File: config.mk
export PLATFORM = sky130hd
export DESIGN_NAME = ripple_cnt_sampler_flat
export DESIGN_NICKNAME = d
export VERILOG_FILES = /design/src/rtl/ripple_cnt_sampler_if.sv /design/src/rtl/ripple_cnt_sampler.sv /design/src/flat_wrapper.sv
export SDC_FILE = /design/constraint.sdc
export NUM_CORES = 1
export LEC_CHECK = 0
export BUFFER_PORTS_ARGS = -buffer_cell sky130_fd_sc_hd__buf_2
export CAP_MARGIN = 0
export CORE_AREA = 2 2 109 69
export DETAILED_ROUTE_END_ITERATION = 10
export DIE_AREA = 0 0 111 71
export GPL_TIMING_DRIVEN = 0
export PLACE_DENSITY = 0.58
export RECOVER_POWER = 100
export SYNTH_ARGS = -nofsm -noshare
export SYNTH_HDL_FRONTEND = slang
export SYNTH_SLANG_ARGS = --single-unit
File: constraint.sdc
create_clock -name clk -period 3.4 [get_ports clk]
set_input_delay 0.17 -clock clk [delete_from_list [all_inputs] [get_ports clk]]
set_output_delay 0.17 -clock clk [all_outputs]
set_load 0.02 [all_outputs]
File: src/rtl/ripple_cnt_sampler_if.sv
// ----------------------------------------------------------------------------
// ripple_cnt_sampler_if
//
// Purpose:
//    Valid/ready output channel that carries each new running total from
//    the ripple counter sampler to the next stage.
//
// Signals:
//    out_valid  producer -> consumer  out_data holds an unconsumed total
//    out_ready  consumer -> producer  consumer takes out_data at this edge
//    out_data   producer -> consumer  total snapshot at the last acceptance
//
// Modports:
//    master  the sampler (drives valid/data, observes ready)
//    slave   the downstream consumer
// ----------------------------------------------------------------------------
interface ripple_cnt_sampler_if #(
    parameter int EXT_W = 16
);

    logic             out_valid;
    logic             out_ready;
    logic [EXT_W-1:0] out_data;

    modport master (
        output out_valid,
        output out_data,
        input  out_ready
    );

    modport slave (
        input  out_valid,
        input  out_data,
        output out_ready
    );

endinterface

File: src/rtl/ripple_cnt_sampler.sv
// ----------------------------------------------------------------------------
// ripple_cnt_sampler
//
// Purpose:
//    Consumer of a free-running CNT_W-bit ripple counter. The counter bits
//    change asynchronously to clk and glitch while the carry ripples, so
//    they are first passed through a two-flop synchronizer and then only
//    accepted once STABLE consecutive synchronized samples agree. Every
//    accepted value contributes its modulo-2^CNT_W distance from the
//    previously accepted value to a wide running total, and every new total
//    is offered downstream over a valid/ready channel.
//
// Ports:
//    clk       in   system clock, rising edge
//    rst       in   synchronous reset, active-high (beats clr and updates)
//    cnt_in    in   raw ripple counter outputs, asynchronous to clk
//    clr       in   synchronous clear of total, overflow, lost, out_valid
//    cnt_q     out  last accepted counter value
//    total     out  running accumulated count, modulo 2^EXT_W
//    wrap      out  one-cycle pulse when an accepted value wrapped past
//                   2^CNT_W-1
//    overflow  out  sticky: total wrapped past 2^EXT_W-1
//    lost      out  sticky: an unconsumed out_data was overwritten
//    outBus    master side of the valid/ready output channel
// ----------------------------------------------------------------------------
module ripple_cnt_sampler #(
    parameter int CNT_W  = 3,
    parameter int EXT_W  = 16,
    parameter int STABLE = 2
) (
    input  logic                  clk,
    input  logic                  rst,
    input  logic [CNT_W-1:0]      cnt_in,
    input  logic                  clr,
    output logic [CNT_W-1:0]      cnt_q,
    output logic [EXT_W-1:0]      total,
    output logic                  wrap,
    output logic                  overflow,
    output logic                  lost,
    ripple_cnt_sampler_if.master  outBus
);

    // ------------------------------------------------------------------------
    // State registers
    // ------------------------------------------------------------------------
    logic [CNT_W-1:0] sync1_q, sync1_d;
    logic [CNT_W-1:0] sync2_q, sync2_d;
    // Older samples of the synchronized value; entry 0 of the history is
    // sync2_q itself, so only entries 1..STABLE-1 need their own flops.
    logic [CNT_W-1:0] hist_q [1:STABLE-1];
    logic [CNT_W-1:0] hist_d [1:STABLE-1];
    logic [CNT_W-1:0] acceptedCnt_q, acceptedCnt_d;
    logic [EXT_W-1:0] total_q, total_d;
    logic             wrap_q, wrap_d;
    logic             outValid_q, outValid_d;
    logic [EXT_W-1:0] outData_q, outData_d;
    logic             overflow_q, overflow_d;
    logic             lost_q, lost_d;

    // ------------------------------------------------------------------------
    // Datapath helpers
    // ------------------------------------------------------------------------
    logic             historyStable;
    logic             accept;
    logic             wrapNow;
    logic [CNT_W-1:0] delta;
    logic [EXT_W:0]   sum;

    // The settled-value detector: the newest synchronized sample must agree
    // with every older sample in the window before it is trusted. A ripple
    // transient can only survive this if it lasts STABLE whole clock
    // periods, which the counter's ripple never does.
    always_comb begin
        historyStable = 1'b1;
        for (int i = 1; i < STABLE; i++) begin
            if (hist_q[i] != sync2_q) begin
                historyStable = 1'b0;
            end
        end
    end

    // A settled value is only worth accepting when it differs from the one
    // already held; otherwise the counter simply has not moved. The delta is
    // computed in CNT_W bits so the modulo-2^CNT_W wrap falls out of the
    // subtraction naturally, and the extra top bit of the sum is the carry
    // that feeds the sticky overflow flag.
    always_comb begin
        accept  = historyStable && (sync2_q != acceptedCnt_q);
        wrapNow = (sync2_q < acceptedCnt_q);
        delta   = sync2_q - acceptedCnt_q;
        sum     = {1'b0, total_q} + {{(EXT_W + 1 - CNT_W){1'b0}}, delta};
    end

    // ------------------------------------------------------------------------
    // Synchronizer and sample history next state
    // ------------------------------------------------------------------------
    // Two plain flops take the asynchronous counter bits into the clk
    // domain, then the history shifts one place per cycle with the newest
    // synchronized sample entering at entry 1.
    always_comb begin
        sync1_d = cnt_in;
        sync2_d = sync1_q;
        hist_d[1] = sync2_q;
        for (int i = 2; i < STABLE; i++) begin
            hist_d[i] = hist_q[i-1];
        end
    end

    // ------------------------------------------------------------------------
    // Accumulator, flags and output channel next state
    // ------------------------------------------------------------------------
    // cnt_q and wrap follow acceptance regardless of clr, so clearing the
    // total never makes the next acceptance look like a large jump from an
    // old value. clr wins over accumulation and discards that cycle's delta.
    // Without clr, an acceptance always (re)loads the output register; if
    // the previous total was still waiting and not being taken this cycle
    // it is gone, which is what lost records. A completed transfer with no
    // new acceptance simply empties the channel.
    always_comb begin
        acceptedCnt_d = acceptedCnt_q;
        wrap_d        = 1'b0;
        total_d       = total_q;
        overflow_d    = overflow_q;
        lost_d        = lost_q;
        outValid_d    = outValid_q;
        outData_d     = outData_q;

        if (accept) begin
            acceptedCnt_d = sync2_q;
            wrap_d        = wrapNow;
        end

        if (clr) begin
            total_d    = '0;
            overflow_d = 1'b0;
            lost_d     = 1'b0;
            outValid_d = 1'b0;
        end else if (accept) begin
            total_d    = sum[EXT_W-1:0];
            overflow_d = overflow_q | sum[EXT_W];
            outData_d  = sum[EXT_W-1:0];
            outValid_d = 1'b1;
            if (outValid_q && !outBus.out_ready) begin
                lost_d = 1'b1;
            end
        end else if (outValid_q && outBus.out_ready) begin
            outValid_d = 1'b0;
        end
    end

    // ------------------------------------------------------------------------
    // Register update
    // ------------------------------------------------------------------------
    // Reset clears everything, including the synchronizer and history, so
    // that stale pre-reset samples can never be accepted afterwards.
    always_ff @(posedge clk) begin
        if (rst) begin
            sync1_q       <= '0;
            sync2_q       <= '0;
            for (int i = 1; i < STABLE; i++) begin
                hist_q[i] <= '0;
            end
            acceptedCnt_q <= '0;
            total_q       <= '0;
            wrap_q        <= 1'b0;
            outValid_q    <= 1'b0;
            outData_q     <= '0;
            overflow_q    <= 1'b0;
            lost_q        <= 1'b0;
        end else begin
            sync1_q       <= sync1_d;
            sync2_q       <= sync2_d;
            for (int i = 1; i < STABLE; i++) begin
                hist_q[i] <= hist_d[i];
            end
            acceptedCnt_q <= acceptedCnt_d;
            total_q       <= total_d;
            wrap_q        <= wrap_d;
            outValid_q    <= outValid_d;
            outData_q     <= outData_d;
            overflow_q    <= overflow_d;
            lost_q        <= lost_d;
        end
    end

    // ------------------------------------------------------------------------
    // Outputs are driven straight from registers
    // ------------------------------------------------------------------------
    assign cnt_q            = acceptedCnt_q;
    assign total            = total_q;
    assign wrap             = wrap_q;
    assign overflow         = overflow_q;
    assign lost             = lost_q;
    assign outBus.out_valid = outValid_q;
    assign outBus.out_data  = outData_q;

endmodule

File: src/flat_wrapper.sv
// flat-port wrapper written by rule: the top's interface ports become plain ports
module ripple_cnt_sampler_flat 
#(
    parameter int CNT_W  = 3,
    parameter int EXT_W  = 16,
    parameter int STABLE = 2
)
  (clk, rst, cnt_in, clr, cnt_q, total, wrap, overflow, lost, outBus_out_valid, outBus_out_data, outBus_out_ready);
  ripple_cnt_sampler_if #(.EXT_W(EXT_W)) outBus_i ();
  input  logic clk;
  input  logic rst;
  input  logic [CNT_W-1:0] cnt_in;
  input  logic clr;
  output logic [CNT_W-1:0] cnt_q;
  output logic [EXT_W-1:0] total;
  output logic wrap;
  output logic overflow;
  output logic lost;
  output wire logic [$bits(outBus_i.out_valid)-1:0] outBus_out_valid;
  output wire logic [$bits(outBus_i.out_data)-1:0] outBus_out_data;
  input wire logic [$bits(outBus_i.out_ready)-1:0] outBus_out_ready;
  assign outBus_out_valid = outBus_i.out_valid;
  assign outBus_out_data = outBus_i.out_data;
  assign outBus_i.out_ready = outBus_out_ready;
  ripple_cnt_sampler #(.CNT_W(CNT_W), .EXT_W(EXT_W), .STABLE(STABLE)) u_core (.clk(clk), .rst(rst), .cnt_in(cnt_in), .clr(clr), .cnt_q(cnt_q), .total(total), .wrap(wrap), .overflow(overflow), .lost(lost), .outBus(outBus_i));
endmodule
Word-level counts from Yosys, hierarchy flattened
Memories as Yosys holds them, arrays and structs flattened.
Cells that the tools add are included.
{"block": "totals", "reg_bits": 45, "ramBits": 3, "input_bits": 7, "out_inout_bits": 39, "word_cells": 35, "memories": 1}
{"memory": "u_core.hist_q", "depth": 1, "width": 3, "rd": 1, "rd_ports_with_merged_regs": 0, "write_ports": 1, "line": "ripple_cnt_sampler.sv:50", "rtl": "logic [CNT_W-1:0] hist_q [1:STABLE-1];"}
{"block": "op_classes", "n_addsub": 2, "magnitude_cmp": 1, "eq_ne": 2, "mux": 7, "bitwise": 4, "reduce_logical": 9}
{"cell": "$add 16x3->17", "n": 1}
{"cell": "$mux 1", "n": 6}
{"cell": "$ne 3x3->1", "n": 2}
{"cell": "$reduce_and 2->1", "n": 2}
{"cell": "$reduce_or 2->1", "n": 2}
{"cell": "$logic_and 1x1->1", "n": 3}
{"cell": "$lt 3x3->1", "n": 1}
{"cell": "$mux 3", "n": 1}
{"cell": "$sub 3x3->3", "n": 1}
{"cell": "$not 1->1", "n": 2}
{"cell": "$or 1x1->1", "n": 2}
{"cell": "$reduce_bool 2->1", "n": 1}
{"cell": "$logic_not 1->1", "n": 1}

Depth between registers and ports, before layout
{"block": "depth", "word_depth": 5, "mapped_depth": 12, "mapped_depth_nobuf": 10}

Least setup slack after synthesis
No wires, ideal clock.
{"block": "synth_path", "path_kind": "flip-flop to flip-flop", "start": "register u_core.acceptedCnt_q[0], in the netlist u_core.cnt_q[0]", "end": "register u_core.total_q[15], in the netlist u_core.total[15]", "setup_ns": 0.070, "t_arrival_ns": 2.571, "t_required_ns": 3.330, "slack_ns": 0.759, "path_stages_with_launch": 11, "n_path_buf": 1, "synth_period_minus_slack_ns": 2.641, "path_cell_list": "dfxtp_1 > ha_1 > inv_1 > fa_1 > xor2_1 > ha_1 > o211ai_2 > or2_1 > buf_6 > or4_1 > a21oi_1"}
{"block": "synth_via", "elab_chain_cells": 2, "elab_cells_between_ends": 4, "classes_between": "2 x add/sub; 1 x eq/ne; 1 x reduce/logical"}
{"element": "start: declaration", "line": "ripple_cnt_sampler.sv:52", "rtl": "logic [CNT_W-1:0] acceptedCnt_q, acceptedCnt_d;"}
{"element": "start signal: assignment", "line": "ripple_cnt_sampler.sv:176", "rtl": "acceptedCnt_q <= acceptedCnt_d;"}
{"element": "$sub 3x3->3 / $ne 3x3->1 (equally long branches)", "line": "ripple_cnt_sampler.sv:90, ripple_cnt_sampler.sv:88"}
{"element": "$add 16x3->17 / $logic_and 1x1->1 (equally long branches)", "line": "ripple_cnt_sampler.sv:91, ripple_cnt_sampler.sv:88"}
{"element": "end signal: assignment", "line": "ripple_cnt_sampler.sv:177", "rtl": "total_q <= total_d;"}
{"element": "end: declaration", "line": "ripple_cnt_sampler.sv:53", "rtl": "logic [EXT_W-1:0] total_q, total_d;"}
Parallel ways exist; a longest one is shown, timed or not.
A chain may end at the register's enable or synchronous reset.

Final worst setup path
{"block": "layout_path", "start": "register u_core.sync2_q[0], in the netlist u_core.hist_d[0]", "end": "register u_core.outData_q[15], in the netlist u_core.outBus.out_data[15]"}
{"block": "layout_via", "elab_chain_cells": 4, "elab_cells_between_ends": 7, "classes_between": "2 x add/sub; 2 x eq/ne; 1 x mux; 2 x reduce/logical"}
{"element": "start: declaration", "line": "ripple_cnt_sampler.sv:47", "rtl": "logic [CNT_W-1:0] sync2_q, sync2_d;"}
{"element": "start signal: assignment", "line": "ripple_cnt_sampler.sv:172", "rtl": "sync2_q <= sync2_d;"}
{"element": "branches (longest 4 deep; another with $add 16x3->17)"}
{"element": "end signal: assignment", "line": "ripple_cnt_sampler.sv:180", "rtl": "outData_q <= outData_d;"}
{"element": "end: declaration", "line": "ripple_cnt_sampler.sv:56", "rtl": "logic [EXT_W-1:0] outData_q, outData_d;"}
Parallel ways; which one is timed is not known.

==> summary.txt <==
Global routing
  • Largest net degree at the start of global routing: 15
  • Global-route wire length before repair: between 9000 and 10000 um
  • Vias in the first global route: ~1.7k
  • Grt total ovfl: 0
  • Initial antenna violation count: 0
  • Total track usage: 0.154

Floorplanning
  • Die ar.: 7880 um^2
  • Initial Util: 0.317
  • Core ar.: 6940 um^2
  • Rows: 24
  • Die height: 71 um
  • I/O pin count: 46
  • DIE WIDTH: 111 um

Routing
  • M1 wire length: 3260 um
  • Total Wirelength: 6100 um
  • Drt pass-1 iters: 4
  • DR vias: 2000
  • Initial DRC count: 139
  • Vias per std cell: 5.13
  • DR WL/cell: 15.6 um
  • DRC errors left: 0
  • DRT antenna net count: 0
  • DR top layer: met4
  • Routed wl met3: 568 um
  • Met2 wire length: 2230 um

Clock network
  • CTS tree: done
  • Clock Tree Buf Depth: 2
  • Clock Tree Root: clkbuf_16
  • Post-cts gate resize count: 0
  • Clk_lat worst skew: 280 ps
  • Hold buffer count at cts: 0
  • Clock Sinks: 48
  • Setup Buffers After CTS: 0
  • CTS clk-pin slew, worst paths: 60 ps
  • H-tree Lvls: 2
  • TritonCTS Buffers: 5

Placement
  • Dpl hpwl: about 4600 um
  • Port bufs: 44
  • GP Congestion: 0.850
  • Placed Cells incl. Taps: 382

Worst hold path
  • Min-Delay Path Class: in2reg

Yosys
  • Post-synthesis cell type count: 39
  • Synthesis-stage register bit count: 48
  • Top_reg_cell synth: dfxtp_1
  • Syn Area/Cell: 8.91 um^2
  • Gate Count Post-Synth: around 250
  • Synth area leader: dfxtp_1
  • Ys async rst share: 0
  • Seq/Total Area, Yosys: 0.437
  • Post-synth EDFFs: 0
  • Cell Area, Synth: 2200 um^2
  • Post-synth top area share: 0.437
  • Synth top area cells: dfxtp_1 (44%), a21oi_1 (8.0%), a211oi_1 (3.4%), ha_1 (3.4%), xnor2_1 (3.2%)
  • Mapped Nets: 262
  • Warnings, synthesis: 0

Timing
  • Crit path time final: between 2000 and 3000 ps
  • Max-slew violation count: 0
  • Tcrit/Tclk final: 0.862
  • Least-Margin Pin Slew: between 500 and 600 ps
  • Final Hold Fails: 0
  • Setup violators final: 0
  • Worst Skew: 5.21 ps
  • Unrepaired setup endpoints after global routing: no
  • Fmax: roughly 340 MHz
  • Setup tns final: 0 ps
  • Max-slew headroom: 0.626

Critical path
  • CP Class: reg2reg
  • Buf/Inv on CP: 4
  • CP startpoint kind: flop
  • Arrival time at the worst endpoint: 3120 ps
  • CP peak stage delay: approximately 470 ps
  • CP max FO: 10
  • CP max stage cell: fa_1
  • Critical Path RT: 3590 ps
  • Cell family with most CP delay: adder cells
  • Worst path cell trace: inv_1, ha_1, inv_1, fa_1, ha_1, a211oi_1, or2_0, buf_6, buf_2, o21ai_0, a311oi_1
  • Crit path capture type: flop

Power and ir drop
  • P_sw: 0.323 mW
  • Sequential Power Share: 0.459
  • PwrDens: 490 nW/um^2
  • Clock power share: 0.425
  • LEAKAGE: 0.859 nW
  • Switching Share: 0.249
  • Worst VDD drop: 0.187 mV
  • Internal power: 0.973 mW
  • Combinational Power Share: 0.115

Layout
  • Fraction of layout cells with a size suffix above 1: 0.0535
  • Area grow syn2layout: 20.0%
  • Commonest non-fill, non-tap cell in the layout: clkbuf_1
  • Cell Count, Final, Fillers Out: 390
  • Number of diodes: 0
  • Fin nets: 313
  • Most frequent cells in the layout: clkbuf_1 (54), dfxtp_1 (48), a21oi_1 (35)

Run status
  • Outcome: completed

Job
  • Max-Cap Viols: 0
[metal layers]
metal,GRT usage,vias to the layer above
li1,-,1000
met3,0.0420,5
met2,0.193,74
met4,0.0417,0
met1,0.249,921
met5,0,-
[final timing paths]
path,to,start,depth (start not counted),slack (ps)
setup / recovery,u_core.outBus.out_data[15],u_core.hist_d[0],11,470
hold / removal,u_core.sync1_q[0],cnt_in[0],2,90
hold reg to reg,u_core.hist_d[2],u_core.sync1_q[2],1,440
setup reg to reg,u_core.outBus.out_data[15],u_core.hist_d[0],11,470
[Yosys cell counts, drive strengths merged, types with 7 or more instances]
| library cell | instances |
|---|---|
| xnor2 | 8 |
| nand2 | 15 |
| clkbuf | 12 |
| o21ai | 11 |
| inv | 8 |
| xor2 | 7 |
| nor3 | 7 |
| a21oi | 35 |
| a211oi | 10 |
| or3 | 10 |
| nand3 | 7 |
| dfxtp | 48 |
| nor2b | 8 |
[logic make-up (layout without fill, tap and decap cells)]
logic type	count (synthesis)	after routing	synth area share
multiplexers	1	1	0.00455
flip-flops	48	48	0.437
AO/OA/AOI/OAI	73	73	0.202
XOR/XNOR	15	15	0.0597
buffers and inverters	25	77	0.0477
adder cells (fa/ha/maj)	8	8	0.0523
AND/OR/NAND/NOR	77	77	0.197
[worst reg2reg max path, cell delays in order, from the launching register on]
cell and delay, ps:
dfxtp_1 370, inv_1 70, ha_1 180, inv_1 100
fa_1 470, ha_1 310, a211oi_1 380, or2_0 200
buf_6 140, buf_2 220, o21ai_0 120, a311oi_1 270
[per-stage QoR]
| step | hold slack [ps] | total power [mW] | worst slack, ps | cell area (um^2) | util |
|---|---|---|---|---|---|
| 6_report | 91.8 | 1.30 | 469 | 2640 | 0.381 |
| 5_1_grt | 117 | 1.35 | 374 | 2640 | 0.381 |
| 3_5_place_dp | 388 | 0.762 | 546 | 2530 | 0.365 |
| 2_1_floorplan | 298 | 0.709 | 759 | 2200 | - |
| 4_1_cts | 91.6 | 1.31 | 514 | 2700 | 0.389 |
| 3_3_place_gp | 381 | 0.760 | 569 | 2530 | 0.365 |
[power by group through the flow]
stage	combinational [mW]	clock, mW	sequential (mW)
3_3_place_gp	0.153	0	0.607
3_5_place_dp	0.155	0	0.607
6_report	0.149	0.551	0.595
5_1_grt	0.166	0.588	0.597
2_1_floorplan	0.0835	0	0.625
4_1_cts	0.155	0.562	0.595
[state kept, by name, summed over array words and instances, names as in the netlist]
register	count
u_core.outBus.out_data	16
u_core.total	16
u_core.cnt_q	3
u_core.hist_d	3
u_core.hist_q	3
u_core.sync1_q	3
u_core.lost	1
u_core.outBus.out_valid	1
u_core.overflow	1
u_core.wrap	1
[final cells by class]
class / count / area, um^2
flip-flops and latches: 48 / 961
inverters: 8 / 30.0
repair buffers: 44 / 170
multi-input cells: 174 / 1130
plain buffers: 17 / 73.8
fillers: 763 / 4300
well taps: 91 / 114
clock buffers: 6 / 129
clock inverters: 2 / 35.0
(Power assumes the default switching activity.)
